==> config.mk <==
export PLATFORM = sky130hd
export DESIGN_NAME = fpu_issue_scheduler
export DESIGN_NICKNAME = d
export VERILOG_FILES = /design/src/rtl/fpu_sched_pkg.sv /design/src/rtl/fpu_result_fifo.sv /design/src/rtl/fpu_issue_scheduler.sv
export SDC_FILE = /design/constraint.sdc
export NUM_CORES = 1
export LEC_CHECK = 0
export ABC_AREA = 1
export BUFFER_PORTS_ARGS = -buffer_cell sky130_fd_sc_hd__buf_2
export CAP_MARGIN = 0
export CELL_PAD_IN_SITES_DETAIL_PLACEMENT = 1
export CELL_PAD_IN_SITES_GLOBAL_PLACEMENT = 1
export CORE_MARGIN = 1.5
export CORE_UTILIZATION = 39
export CTS_CLUSTER_DIAMETER = 80
export DETAILED_ROUTE_END_ITERATION = 8
export PLACE_DENSITY = 0.8
export SETUP_SLACK_MARGIN = 0.3
export SKIP_CTS_REPAIR_TIMING = 1
export SYNTH_ARGS = -nofsm -noshare
export SYNTH_HDL_FRONTEND = slang
export SYNTH_SLANG_ARGS = --single-unit
==> constraint.sdc <==
create_clock -name clk -period 2.45 [get_ports clk]
set_input_delay 0.1225 -clock clk [delete_from_list [all_inputs] [get_ports clk]]
set_output_delay 0.1225 -clock clk [all_outputs]
set_load 0.005 [all_outputs]
==> src/rtl/fpu_sched_pkg.sv <==
// Shared types and constants for the FP add/sub issue scheduler and its datapath wrapper.
package fpu_sched_pkg;

    typedef logic req_id_t;

    localparam req_id_t REQ0 = 1'b0;
    localparam req_id_t REQ1 = 1'b1;

    localparam logic OP_ADD = 1'b0;
    localparam logic OP_SUB = 1'b1;

    localparam int DEF_LATENCY   = 3;
    localparam int DEF_OUT_DEPTH = 4;

endpackage

==> src/rtl/fpu_result_fifo.sv <==
// Synchronous result FIFO, any depth >= 2; head is registered storage, no empty bypass.
// Push and pop in one cycle are both honoured; push when full is accepted only alongside a pop.
module fpu_result_fifo #(
    parameter int WIDTH = 33,
    parameter int DEPTH = 4
) (
    input  logic             clk,
    input  logic             rst_n,
    input  logic             push_vld,
    input  logic [WIDTH-1:0] push_dat,
    input  logic             pop_vld,
    output logic [WIDTH-1:0] head_dat,
    output logic             full,
    output logic             empty
);
    localparam int PW = (DEPTH > 1) ? $clog2(DEPTH) : 1;
    localparam int CW = $clog2(DEPTH + 1);

    logic [PW-1:0]    wr_ptr_q, wr_ptr_d, rd_ptr_q, rd_ptr_d;
    logic [CW-1:0]    count_q, count_d;
    logic [WIDTH-1:0] mem_q [DEPTH];
    logic [WIDTH-1:0] mem_d [DEPTH];
    logic             do_push, do_pop;

    assign full     = (count_q == CW'(DEPTH));
    assign empty    = (count_q == '0);
    assign head_dat = mem_q[rd_ptr_q];

    always_comb begin
        do_pop   = pop_vld && !empty;
        do_push  = push_vld && (!full || do_pop);
        mem_d    = mem_q;
        wr_ptr_d = wr_ptr_q;
        rd_ptr_d = rd_ptr_q;
        count_d  = count_q + CW'(do_push) - CW'(do_pop);
        if (do_push) begin
            mem_d[wr_ptr_q] = push_dat;
            wr_ptr_d = (wr_ptr_q == PW'(DEPTH - 1)) ? '0 : wr_ptr_q + 1'b1;
        end
        // explicit wrap so non-power-of-two depths work
        if (do_pop) begin
            rd_ptr_d = (rd_ptr_q == PW'(DEPTH - 1)) ? '0 : rd_ptr_q + 1'b1;
        end
    end

    always_ff @(posedge clk or negedge rst_n) begin
        if (!rst_n) begin
            wr_ptr_q <= '0;
            rd_ptr_q <= '0;
            count_q  <= '0;
            for (int i = 0; i < DEPTH; i++) mem_q[i] <= '0;
        end else begin
            wr_ptr_q <= wr_ptr_d;
            rd_ptr_q <= rd_ptr_d;
            count_q  <= count_d;
            mem_q    <= mem_d;
        end
    end

endmodule

==> src/rtl/fpu_issue_scheduler.sv <==
// Two-requester issue slot for the non-stallable FP add/sub pipe; result lands in the FIFO 1+LATENCY edges after accept.
// Credits (in flight + queued) gate Ready, so results are never dropped; FPU_SCHED_FIXED_PRIO_EN selects fixed priority.
module fpu_issue_scheduler
    import fpu_sched_pkg::*;
#(
    parameter int DATA_SIZE = 32,
    parameter int LATENCY   = DEF_LATENCY,
    parameter int OUT_DEPTH = DEF_OUT_DEPTH
) (
    input  logic                 clk,
    input  logic                 rst_n,
    input  logic                 req0_valid,
    output logic                 req0_ready,
    input  logic [DATA_SIZE-1:0] req0_operand1,
    input  logic [DATA_SIZE-1:0] req0_operand2,
    input  logic                 req0_operation,
    input  logic                 req1_valid,
    output logic                 req1_ready,
    input  logic [DATA_SIZE-1:0] req1_operand1,
    input  logic [DATA_SIZE-1:0] req1_operand2,
    input  logic                 req1_operation,
    output logic                 issue_valid,
    output logic [DATA_SIZE-1:0] issue_operand1,
    output logic [DATA_SIZE-1:0] issue_operand2,
    output logic                 issue_operation,
    input  logic [DATA_SIZE-1:0] pipe_result,
    output logic                 result_valid,
    input  logic                 result_ready,
    output logic [DATA_SIZE-1:0] result_data,
    output req_id_t              result_id
);
    localparam int CRED_W = $clog2(OUT_DEPTH + 1);

    logic [CRED_W-1:0]    credits_q, credits_d;
    logic                 can_issue, accept, pop;
    req_id_t              winner;
    logic                 issue_valid_q, issue_valid_d;
    logic                 issue_op_q, issue_op_d;
    req_id_t              issue_id_q, issue_id_d;
    logic [DATA_SIZE-1:0] issue_op1_q, issue_op1_d, issue_op2_q, issue_op2_d;
    logic [LATENCY-1:0]   tag_vld_q, tag_vld_d, tag_id_q, tag_id_d;
    logic                 fifo_push, fifo_full, fifo_empty;
    logic [DATA_SIZE:0]   fifo_head;

`ifdef FPU_SCHED_FIXED_PRIO_EN
    always_comb winner = (req1_valid && !req0_valid) ? REQ1 : REQ0;
`else
    req_id_t last_grant_q, last_grant_d;

    always_comb begin
        if (req0_valid && req1_valid) winner = (last_grant_q == REQ0) ? REQ1 : REQ0;
        else if (req1_valid)          winner = REQ1;
        else                          winner = REQ0;
    end

    always_comb last_grant_d = accept ? winner : last_grant_q;

    always_ff @(posedge clk or negedge rst_n) begin
        if (!rst_n) last_grant_q <= REQ1;
        else        last_grant_q <= last_grant_d;
    end
`endif

    always_comb begin
        can_issue  = credits_q < CRED_W'(OUT_DEPTH);
        req0_ready = rst_n && can_issue && (winner == REQ0);
        req1_ready = rst_n && can_issue && (winner == REQ1);
        accept     = (req0_valid && req0_ready) || (req1_valid && req1_ready);
        pop        = result_valid && result_ready;
        credits_d  = credits_q + CRED_W'(accept) - CRED_W'(pop);

        issue_valid_d = accept;
        issue_id_d    = issue_id_q;
        issue_op_d    = issue_op_q;
        issue_op1_d   = issue_op1_q;
        issue_op2_d   = issue_op2_q;
        if (accept) begin
            issue_id_d  = winner;
            issue_op_d  = (winner == REQ1) ? req1_operation : req0_operation;
            issue_op1_d = (winner == REQ1) ? req1_operand1  : req0_operand1;
            issue_op2_d = (winner == REQ1) ? req1_operand2  : req0_operand2;
        end

        // tags trail the issue slot so the exit stage lines up with the pipe output
        tag_vld_d    = tag_vld_q;
        tag_id_d     = tag_id_q;
        tag_vld_d[0] = issue_valid_q;
        tag_id_d[0]  = issue_id_q;
        for (int i = 1; i < LATENCY; i++) begin
            tag_vld_d[i] = tag_vld_q[i-1];
            tag_id_d[i]  = tag_id_q[i-1];
        end
    end

    always_ff @(posedge clk or negedge rst_n) begin
        if (!rst_n) begin
            credits_q     <= '0;
            issue_valid_q <= 1'b0;
            issue_id_q    <= REQ0;
            issue_op_q    <= OP_ADD;
            issue_op1_q   <= '0;
            issue_op2_q   <= '0;
            tag_vld_q     <= '0;
            tag_id_q      <= '0;
        end else begin
            credits_q     <= credits_d;
            issue_valid_q <= issue_valid_d;
            issue_id_q    <= issue_id_d;
            issue_op_q    <= issue_op_d;
            issue_op1_q   <= issue_op1_d;
            issue_op2_q   <= issue_op2_d;
            tag_vld_q     <= tag_vld_d;
            tag_id_q      <= tag_id_d;
        end
    end

    assign fifo_push = tag_vld_q[LATENCY-1];

    fpu_result_fifo #(
        .WIDTH (DATA_SIZE + 1),
        .DEPTH (OUT_DEPTH)
    ) u_result_fifo (
        .clk      (clk),
        .rst_n    (rst_n),
        .push_vld (fifo_push),
        .push_dat ({tag_id_q[LATENCY-1], pipe_result}),
        .pop_vld  (pop),
        .head_dat (fifo_head),
        .full     (fifo_full),
        .empty    (fifo_empty)
    );

    a_no_overflow: assert property (@(posedge clk) disable iff (!rst_n) !(fifo_push && fifo_full));

    assign issue_valid     = issue_valid_q;
    assign issue_operand1  = issue_op1_q;
    assign issue_operand2  = issue_op2_q;
    assign issue_operation = issue_op_q;
    assign result_valid    = !fifo_empty;
    assign result_data     = fifo_head[DATA_SIZE-1:0];
    assign result_id       = fifo_head[DATA_SIZE];

endmodule
# Yosys cells after proc, flatten, opt, wreduce, memory -nomap -nowiden
# Cells that the tools add are included.
dict set report word_totals {
  reg_bits 216
  input_bits 167
  word_cells 61
}
dict set report op_classes {
  addsub 6
  order_cmp 4
  n_eq_ne 3
  n_mux 14
  bitwise_logic 3
  n_reduce_logical 15
}
# operator count
set op_table {}
lappend op_table {{bitwise mux 132 bit} 1}
lappend op_table {{two-way mux 33 bit} 3}
lappend op_table {{binary-select mux 33 bit (select 2 bit)} 1}
lappend op_table {{demux 33 bit (select 2 bit)} 1}
lappend op_table {{two-way mux 32 bit} 2}
lappend op_table {{logical AND 1 bit} 10}
lappend op_table {{adder 3 x 1 -> 3 bit} 2}
lappend op_table {{>= comparator 3 bit (second input constant)} 2}
lappend op_table {{inverter 2 -> 3 bit} 2}
lappend op_table {{subtractor 3 x 1 -> 3 bit} 2}
lappend op_table {{adder 2 x 1 -> 2 bit (second input constant)} 2}
lappend op_table {{== test 2 bit (second input constant)} 2}
lappend op_table {{two-way mux 1 bit} 4}
lappend op_table {{two-way mux 2 bit} 2}
lappend op_table {{== test 3 bit (second input constant)} 1}
lappend op_table {{zero test 3 bit} 1}
lappend op_table {{less-than comparator 3 x 1 -> 1 bit (second input constant)} 1}
lappend op_table {{less-than comparator 3 bit (second input constant)} 1}
lappend op_table {{zero test 1 bit} 2}
lappend op_table {{logical OR 1 bit} 2}
lappend op_table {{inverter 1 bit} 1}

# Longest topological paths before layout
# Gate-level depths: netlist (run 1).
dict set report depth {
  ltp_word 8
  depth_mapped 12
}

# Cells and area by module
# Synthesis (run 1) repeated with hierarchy kept, for this count alone.
dict set report hier_totals {
  cells_unflattened 1417
  hier_area_um2 10891.7
}
# module n_inst cells_per_inst area_each_um2
set modules_own_cells {}
lappend modules_own_cells {fpu_result_fifo 1 822 6769.0}
lappend modules_own_cells {fpu_issue_scheduler 1 595 4122.7}

# Worst setup path after synthesis (run 1)
# Ideal clock, no wire load.
dict set report synth_timing {
  kind {register -> register}
  from {register credits_q[2]}
  to {register credits_q[2]}
  setup_time_ns 0.129
  arrival_time_ns 1.999
  slack_ns 0.322
  stages_incl_launch_ff 13
  n_path_buf 1
  synth_period_minus_slack_ns 2.128
  cell_sequence {dfrtp_1 -> inv_2 -> nand2_2 -> nor2_2 -> inv_2 -> clkbuf_1 -> ha_1 -> inv_1 -> ha_1 -> inv_1 -> fa_1 -> xnor2_1 -> xor2_1}
}
dict set report synth_via {
  elab_chain_len 7
}
# element line
set synth_lines {}
lappend synth_lines {{from (decl)} fpu_issue_scheduler.sv:34} ;# logic [CRED_W-1:0] credits_q, credits_d;
lappend synth_lines {{from (signal assigned)} fpu_issue_scheduler.sv:106} ;# credits_q <= credits_d;
lappend synth_lines {{less-than comparator 3 bit} fpu_issue_scheduler.sv:65} ;# can_issue = credits_q < CRED_W'(OUT_DEPTH);
lappend synth_lines {{logical AND 1 bit} {fpu_issue_scheduler.sv:66, fpu_issue_scheduler.sv:67}}
lappend synth_lines {{logical AND 1 bit, on equally long branches} {fpu_issue_scheduler.sv:66, fpu_issue_scheduler.sv:67}}
lappend synth_lines {{logical AND 1 bit} fpu_issue_scheduler.sv:68} ;# accept = (req0_valid && req0_ready) || (req1_valid && req1_ready);
lappend synth_lines {{logical OR 1 bit} fpu_issue_scheduler.sv:68}
lappend synth_lines {{adder 3 x 1 -> 3 bit (*)} fpu_issue_scheduler.sv:70} ;# credits_d = credits_q + CRED_W'(accept) - CRED_W'(pop);
lappend synth_lines {{subtractor 3 x 1 -> 3 bit (*)} fpu_issue_scheduler.sv:70}
lappend synth_lines {{via credits_d[2]} fpu_issue_scheduler.sv:34}
# The timed path passes the listed nets; every way through them passes the cells marked *.
# A chain may end at the register's enable or synchronous reset.

# Worst setup path after layout (run 1)
dict set report layout_timing {
  from {register u_result_fifo.rd_ptr_q[0]}
  to {output port result_data[9]}
}
dict set report layout_via {
  elab_chain_len 4
}
# element line
set layout_lines {}
lappend layout_lines {{from (decl)} fpu_result_fifo.sv:19} ;# logic [PW-1:0] wr_ptr_q, wr_ptr_d, rd_ptr_q, rd_ptr_d;
lappend layout_lines {{from (signal assigned)} fpu_result_fifo.sv:54} ;# rd_ptr_q <= rd_ptr_d;
lappend layout_lines {{inverter 2 -> 3 bit (implied by the code)} fpu_result_fifo.sv:27} ;# assign head_dat = mem_q[rd_ptr_q];
lappend layout_lines {{binary-select mux 33 bit (select 2 bit)} fpu_result_fifo.sv:27}
lappend layout_lines {{two-way mux 33 bit (implied by the code) (2 in series)} fpu_result_fifo.sv:27}
lappend layout_lines {{to (decl)} fpu_issue_scheduler.sv:29} ;# output logic [DATA_SIZE-1:0] result_data,
# No other way between the ends. The select of a mux whose other input is x is not followed.

==> results.py, run 1 <==
metrics = {
    "routing": {
        "postRouteAntennaNets": 0,
        "viasPerCell": 5.42,
        "routed_wl_mm": 43.3,
        "drt-pass1-iter-count": 5,
        "wl_per_cell_um": 20.8,
        "drcViolationCount": 0,
        "dr.first_iter.drc_count": 759,
        "vias": 11300,
    },
    "pwr": {
        "power_frac_comb_pct": 41.8,
        "power_per_cell_area_mw_per_mm2": 1180,
        "power_frac_clock_pct": 21.9,
        "p_switching_mw": 7.09,
        "irDropWorstVdd_mv": 0.678,
        "sw_frac_of_total_pct": 41.1,
        "leakagePower_nw": 7.72,
        "p_int_mw": 10.2,
        "design_power_total_mw": 17.2,
        "p_seq_share_pct": 36.2,
    },
    "sta": {
        "fmax_mhz": 476,
        "period_share_pct": 85.7,
        "fin_setup_tns_ps": 0,
        "rsz0062_at_grt": "false",
        "slew-limit-headroom_pct": 38.4,
        "period_needed_ps": 2100,
        "fin_worst_skew_ps": 11.4,
        "holdWs_ps": -19.6,
        "hold_viol_final": 1,
        "slew_violations": 0,
        "worstMarginPinSlew_ps": 923,
        "setup_viol": 0,
    },
    "run_status": {
        "outcome": "complete, but fails checks",
        "violations": "negative hold slack",
    },
    "yosys": {
        "synth_common_cells": "nand2_1, dfrtp_1, nor2_1, nand4_1, o21ai_0",
        "synthAdderAreaFrac_pct": 1.45,
        "synth_top_family_by_area": "simple AND/OR/NAND/NOR gates",
        "synth_ff_type": "dfrtp_1",
        "avgSynthCellArea_um2": 7.87,
        "yosysSeqAreaShare_pct": 51.2,
        "synth-seq-cells": 216,
        "yosys.area_share.xor_xnor_pct": 0.249,
        "post_synth_num_cell_types": 24,
        "synth_area_mm2": 0.0106,
        "post-synth-top-count-cell": "nand2_1",
        "postSynthCellCount": 1341,
        "synth_top_area_share_pct": 51.0,
        "yosys.area.top_type": "dfrtp_1",
        "synth.net_count": 1519,
        "synthMuxAreaShare_pct": 0,
        "synth_compound_area_share_pct": 8.26,
        "synth_simple_gate_area_share_pct": 30.3,
        "synthTopCellsByArea": "dfrtp_1, nand2_1, nand4_1",
        "synth_edf_count": 0,
        "async_reset_ff_share_pct": 100,
        "yosys_warnings": 0,
    },
    "setup_path": {
        "cp-start-kind": "flop",
        "crit_type": "reg2out",
        "worst_path_max_delay_cell": "dfrtp_2",
        "critical_path_required_ps": 2330,
        "worstPathArrival_ps": 1980,
        "path_max_fanout": 69,
        "critical_path.max_stage_delay_ps": 430,
        "endpoint_kind": "primary output",
        "crit_chain": "buf_12 -> o21ai_0 -> o22ai_1 -> buf_2",
    },
    "floorplanning": {
        "die_w_um": 168,
        "ios": 269,
        "core-area_mm2": 0.0267,
        "dieArea_mm2": 0.0281,
        "dieHeight_um": 168,
        "initial_core_util_pct": 39.5,
        "row_count": 60,
    },
    "placed_design": {
        "dp_hpwl_mm": 22.3,
        "portBuffers": 268,
        "gp_congestion": 0.827,
    },
    "cells_and_area": {
        "drive_above_1_share_pct": 21.1,
        "nets": 1899,
        "area_delta_synth_final_pct": 38.7,
    },
    "grt": {
        "grt_max_degree": 118,
        "grt_first_pass_wirelength_mm": 57.6,
        "antenna_found_initial": 6,
        "grt_pass1_vias": 10800,
        "track_usage_pct": 25.6,
        "grt-ovfl-total": 0,
    },
    "flow_run": {
        "cap_violations": 0,
    },
    "cts": {
        "numCtsBuffers": 26,
        "cts.clk_slew.worst_paths_ps": 60,
        "cts_max_level": 1,
        "clk_path_buf_depth": 3,
        "cts_root_buf": "clkbuf_16",
        "clock_latency_ps": 520,
        "cts_sinks": 216,
        "cts_tree": "yes",
    },
    "min_path": {
        "min_path_type": "in2reg",
    },
}
-- stage by stage --
stage	cell area [µm²]	instances	setup slack, ps	utilization, %
4_1_cts	12900	1913	206	48.4
2_1_floorplan	10600	1341	322	-
6_report	14600	2082	351	54.8
3_5_place_dp	12100	1869	268	45.2
3_3_place_gp	12100	1869	377	45.2
5_1_grt	14600	2081	295	54.8
-- kinds of logic (layout without fill, tap and decap cells) --
| logic type | count (synthesis) | count (layout) |
|---|---|---|
| buf+inv | 190 | 586 |
| fa+ha+maj | 11 | 11 |
| simple gates | 755 | 755 |
| compound gates | 166 | 166 |
| other cells | 0 | 4 |
| flops | 216 | 216 |
| xor+xnor | 3 | 3 |
-- placed cells by master (no fill, tap or decap), types with 4 or more instances in the layout --
cell type      Yosys  final
dfrtp_1          215    213
o21ai_1           42     42
nand4_1          132    132
buf_12             0     10
inv_2              3      7
buf_4             18     19
dlygate4sd3_1      0    159
o22ai_1           33     33
o21ai_0           91     91
clkbuf_16          0     28
nand2_1          476    473
diode_2            0      4
ha_1               9      7
clkbuf_8           0      9
nor2_1           136    136
clkbuf_1          27      4
inv_1             81     76
nand3_2            3      4
buf_2             38    267
-- sequential cells by signal, summed over array words and instances, names as in the netlist --
name and cells:
u_result_fifo.count_q 3, u_result_fifo.rd_ptr_q 2, last_grant_q 1, u_result_fifo.wr_ptr_q 2
issue_operand2 32, issue_operation 1, credits_q 3, u_result_fifo.mem_q 132
issue_valid 1, tag_id_q 3, issue_operand1 32, tag_vld_q 3
issue_id_q 1
-- worst max-delay path, delay by kind of cell (launching register included) --
kind	cells	cell delay, ps
AOI/OAI and AO/OA	2	490
buffers and inverters	2	480
DFF	1	430
-- path summary, 6_finish.rpt --
kind	startpoint	to	slack, ps	cells after the start
min in group asynchronous	rst_n	u_result_fifo.mem_q[18]	260	3
worst min register to register	tag_vld_q[0]	tag_vld_q[1]	350	0
worst max register to register	u_result_fifo.count_q[0]	u_result_fifo.count_q[2]	390	10
worst min-delay path	req0_operand2[15]	issue_operand2[15]	-20	5
worst max-delay path	u_result_fifo.rd_ptr_q[0]	result_data[9]	350	4
max in group asynchronous	rst_n	u_result_fifo.mem_q[127]	900	4
-- power groups by stage --
stage	clock network (mW)	logic (mW)	registers (mW)
global route	3.97	8.01	6.41
CTS	3.83	6.60	6.11
detailed placement	0	6.57	6.12
floorplan	0	3.87	5.94
global placement	0	6.36	6.05
finish	3.78	7.21	6.25
-- final cells by class --
type,instances,area (µm²)
antenna,4,10.0
clock buffer,40,815
clock inverter,4,23.8
fill,3198,12100
inverter,84,318
multi-input combinational,935,4310
sequential,216,5410
tap,341,427
timing repair buffer,458,3320
-- per-layer routing --
layer | track usage [%] | wire (µm) | part of all wire (%)
met5 | 0 | 30 | 0.069
met4 | 7.48 | 1290 | 3.0
met3 | 6.81 | 2770 | 6.4
met2 | 43.9 | 21800 | 50
met1 | 31.6 | 17400 | 40
No activity file was read; power rests on OpenSTA's default activity.
==> inputs of run 2 (changes only) <==
ABC_AREA = 0   (was 1)
CORE_UTILIZATION = 43   (was 39)
==> run 2 against run 1 <==
Against the previous run: the run still ends with negative hold slack left; highest routed layer is now met4; register-to-register slack got worse by 150 ps; area after synthesis fell by 7.2%; wire length fell by 24%; sequential share of layout area rose by 1.8 points; final cell count fell by 35%; worst setup slack got worse by 120 ps; die area fell by 16%; total power fell by 1.6%; clock-buffer cell count fell by 4; critical path depth rose by 5; synthesized cell count fell by 55%; critical path type is now reg2reg; sequential power rose by 5.4%.
==> results.py, run 2 <==
metrics = {
    "run_status": {
        "outcome": "complete, but fails checks",
        "violations": "negative hold slack",
    },
    "cts": {
        "cts_tree": "yes",
        "clk_path_buf_depth": 3,
        "cts_sinks": 216,
        "cts_root_buf": "clkbuf_16",
        "clock_latency_ps": 520,
        "cts_max_level": 1,
        "cts.clk_slew.worst_paths_ps": 70,
        "numCtsBuffers": 25,
    },
    "sta": {
        "fmax_mhz": 451,
        "final_critical_path_setup_slack_ps": 235,
        "rsz0062_at_grt": "true",
        "slew_violations": 0,
        "period_needed_ps": 2210,
        "setup_viol": 0,
        "fin_worst_skew_ps": 11.3,
        "slew-limit-headroom_pct": 38.5,
        "hold_viol_final": 56,
        "period_share_pct": 90.4,
        "holdWs_ps": -249,
        "worstMarginPinSlew_ps": 923,
    },
    "yosys": {
        "yosys_warnings": 0,
        "post-synth-top-count-cell": "mux2_2",
        "synth_compound_area_share_pct": 0.345,
        "postSynthCellCount": 598,
        "synth.net_count": 776,
        "synth_top_area_share_pct": 54.9,
        "synth_edf_count": 0,
        "yosysSeqAreaShare_pct": 55.2,
        "synth_area_mm2": 0.00980,
        "avgSynthCellArea_um2": 16.4,
        "yosys.area_share.xor_xnor_pct": 0.358,
        "async_reset_ff_share_pct": 100,
        "synth_common_cells": "mux2_2, dfrtp_1, mux4_2, mux2_1, buf_6",
        "post_synth_num_cell_types": 27,
        "synth_simple_gate_area_share_pct": 1.12,
        "synth_top_family_by_area": "multiplexers",
        "yosys.area.top_type": "dfrtp_1",
        "synth-seq-cells": 216,
        "synthMuxAreaShare_pct": 38.2,
        "synthAdderAreaFrac_pct": 1.56,
        "synthTopCellsByArea": "dfrtp_1, mux2_2, mux4_2",
        "synth_ff_type": "dfrtp_1",
    },
    "routing": {
        "postRouteAntennaNets": 0,
        "vias": 7161,
        "drt-pass1-iter-count": 4,
        "wl_per_cell_um": 24.3,
        "drcViolationCount": 0,
        "routed_wl_mm": 32.8,
        "dr.first_iter.drc_count": 269,
        "viasPerCell": 5.31,
    },
    "floorplanning": {
        "row_count": 55,
        "dieArea_mm2": 0.0237,
        "initial_core_util_pct": 43.5,
        "die_w_um": 154,
        "core-area_mm2": 0.0225,
        "dieHeight_um": 154,
        "ios": 269,
    },
    "placed_design": {
        "dp_hpwl_mm": 16.3,
        "gp_congestion": 0.766,
        "dp_cells": 1134,
        "place_area_mm2": 0.0115,
        "portBuffers": 268,
        "place_ws_ps": 170,
    },
    "cells_and_area": {
        "stdcell_area_mm2": 0.0140,
        "nets": 1217,
        "final_cell_mix": "buf_2, mux2_2, dfrtp_1, dlygate4sd3_1, mux4_2",
        "layout_commonest_cell": "buf_2",
        "regMostFlops": "u_result_fifo.mem_q",
        "stdcell_count": 1348,
        "largest_reg_flops": 132,
        "n_fill_cell": 2126,
        "drive_above_1_share_pct": 59.7,
        "area_delta_synth_final_pct": 42.4,
    },
    "setup_path": {
        "crit_type": "reg2reg",
        "worstPathArrival_ps": 2620,
        "endpoint_kind": "flop",
        "worst_path_max_delay_cell": "dfrtp_1",
        "critical_path.max_stage_delay_ps": 430,
        "path_max_fanout": 4,
        "cpMostUsedCell": "ha_4",
        "crit_chain": "nor2b_2 -> o21ai_1 -> ha_4 -> inv_4 -> ha_4 -> inv_2 -> fa_2 -> xnor2_2 -> xnor2_1",
        "critical_path_required_ps": 2850,
        "cp-start-kind": "flop",
    },
    "min_path": {
        "min_path_type": "in2async",
    },
    "grt": {
        "met2_usage_pct": 36.1,
        "use_met1_pct": 24.2,
        "grtUsageMet3_pct": 6.40,
        "track_usage_pct": 20.5,
        "antenna_found_initial": 5,
        "grt_first_pass_wirelength_mm": 37.9,
        "top_usage_layer": "met2",
        "grt-ovfl-total": 0,
        "grt_pass1_vias": 6971,
        "grt_max_degree": 164,
    },
    "pwr": {
        "leakagePower_nw": 6.22,
        "power_frac_comb_pct": 39.2,
        "p_switching_mw": 5.43,
        "p_int_mw": 11.5,
        "sw_frac_of_total_pct": 32.0,
        "power_frac_clock_pct": 22.0,
        "p_seq_share_pct": 38.8,
        "irDropWorstVdd_mv": 0.561,
        "power_per_cell_area_mw_per_mm2": 1220,
    },
    "flow_run": {
        "cap_violations": 0,
    },
}
==> run 2: changes by cell type in the layout (fill, tap and decap cells not counted), moves of 5 or more <==
| cell | previous run | this run |
|---|---|---|
| dlygate4sd3_1 | 159 | 153 |
| nand4_1 | 132 | 0 |
| buf_12 | 10 | 5 |
| o21ai_0 | 91 | 0 |
| inv_1 | 76 | 6 |
| nor2_1 | 136 | 3 |
| nand2_1 | 473 | 4 |
| mux2_1 | 0 | 28 |
| mux2_2 | 0 | 238 |
| o22ai_1 | 33 | 0 |
| o21ai_1 | 42 | 1 |
| mux4_2 | 0 | 33 |
==> run 2: per-stage QoR <==
stage	power [mW]	setup TNS [ps]	util [%]	hold slack, ps
detailed placement	12.4	0	50.9	316
floorplan	10.1	0	-	-173
CTS	16.2	-384	54.5	-239
global route	17.9	0	62.0	-188
global placement	12.1	0	50.9	318
finish	17.0	0	62.0	-249
==> run 2: layout make-up <==
| class | instances | area [µm²] | share of cell area [%] |
|---|---|---|---|
| flip-flops and latches | 216 | 5410 | 38.8 |
| multi-input cells | 337 | 4170 | 29.9 |
| repair buffers | 448 | 3150 | 22.6 |
| clock buffers | 36 | 727 | 5.21 |
| well taps | 285 | 357 | 2.56 |
| clock inverters | 9 | 77.6 | 0.556 |
| inverters | 11 | 46.3 | 0.332 |
| diodes | 6 | 15.0 | 0.108 |
==> run 2: critical path, delay by kind of cell, from the launching register on <==
kind | cells | cell delay, ps
DFF | 1 | 430
xor gates and xnor gates | 2 | 280
buffers and inverters | 2 | 100
and+or+nand+nor | 1 | 250
AOI/OAI and AO/OA | 1 | 230
adders and majority gates | 3 | 800
==> run 2: cells by family after synthesis <==
group           Yosys count
compound gates            5
xor+xnor                  4
fa+ha+maj                11
buf+inv                  45
flops                   216
mux                     299
simple gates             18
==> run 2: worst paths after layout <==
kind                                   start                        end  slack [ps]  depth (start not counted)
max                             credits_q[2]               credits_q[2]         240                          9
max in group asynchronous              rst_n  u_result_fifo.rd_ptr_q[0]        1240                          3
max reg2reg                     credits_q[2]               credits_q[2]         240                          9
min in group clk           req1_operand2[28]         issue_operand2[28]         -20                          3
min reg2reg                     tag_vld_q[0]               tag_vld_q[1]         350                          0
min                                    rst_n         issue_operand1[28]        -250                          2
==> run 2: per-layer routing <==
metal / wire length [µm] / part of all wire (%)
met3: 1770 / 5.4
met1: 12900 / 39
met4: 932 / 2.8
met2: 17200 / 52
met5: 0 / 0
==> run 2: power by group through the flow <==
| stage | combinational (mW) | clock (mW) | sequential [mW] |
|---|---|---|---|
| 6_report | 6.65 | 3.73 | 6.59 |
| 5_1_grt | 7.12 | 3.93 | 6.81 |
| 4_1_cts | 5.95 | 3.75 | 6.49 |
| 3_5_place_dp | 5.91 | 0 | 6.51 |
| 3_3_place_gp | 5.74 | 0 | 6.40 |
| 2_1_floorplan | 3.89 | 0 | 6.18 |
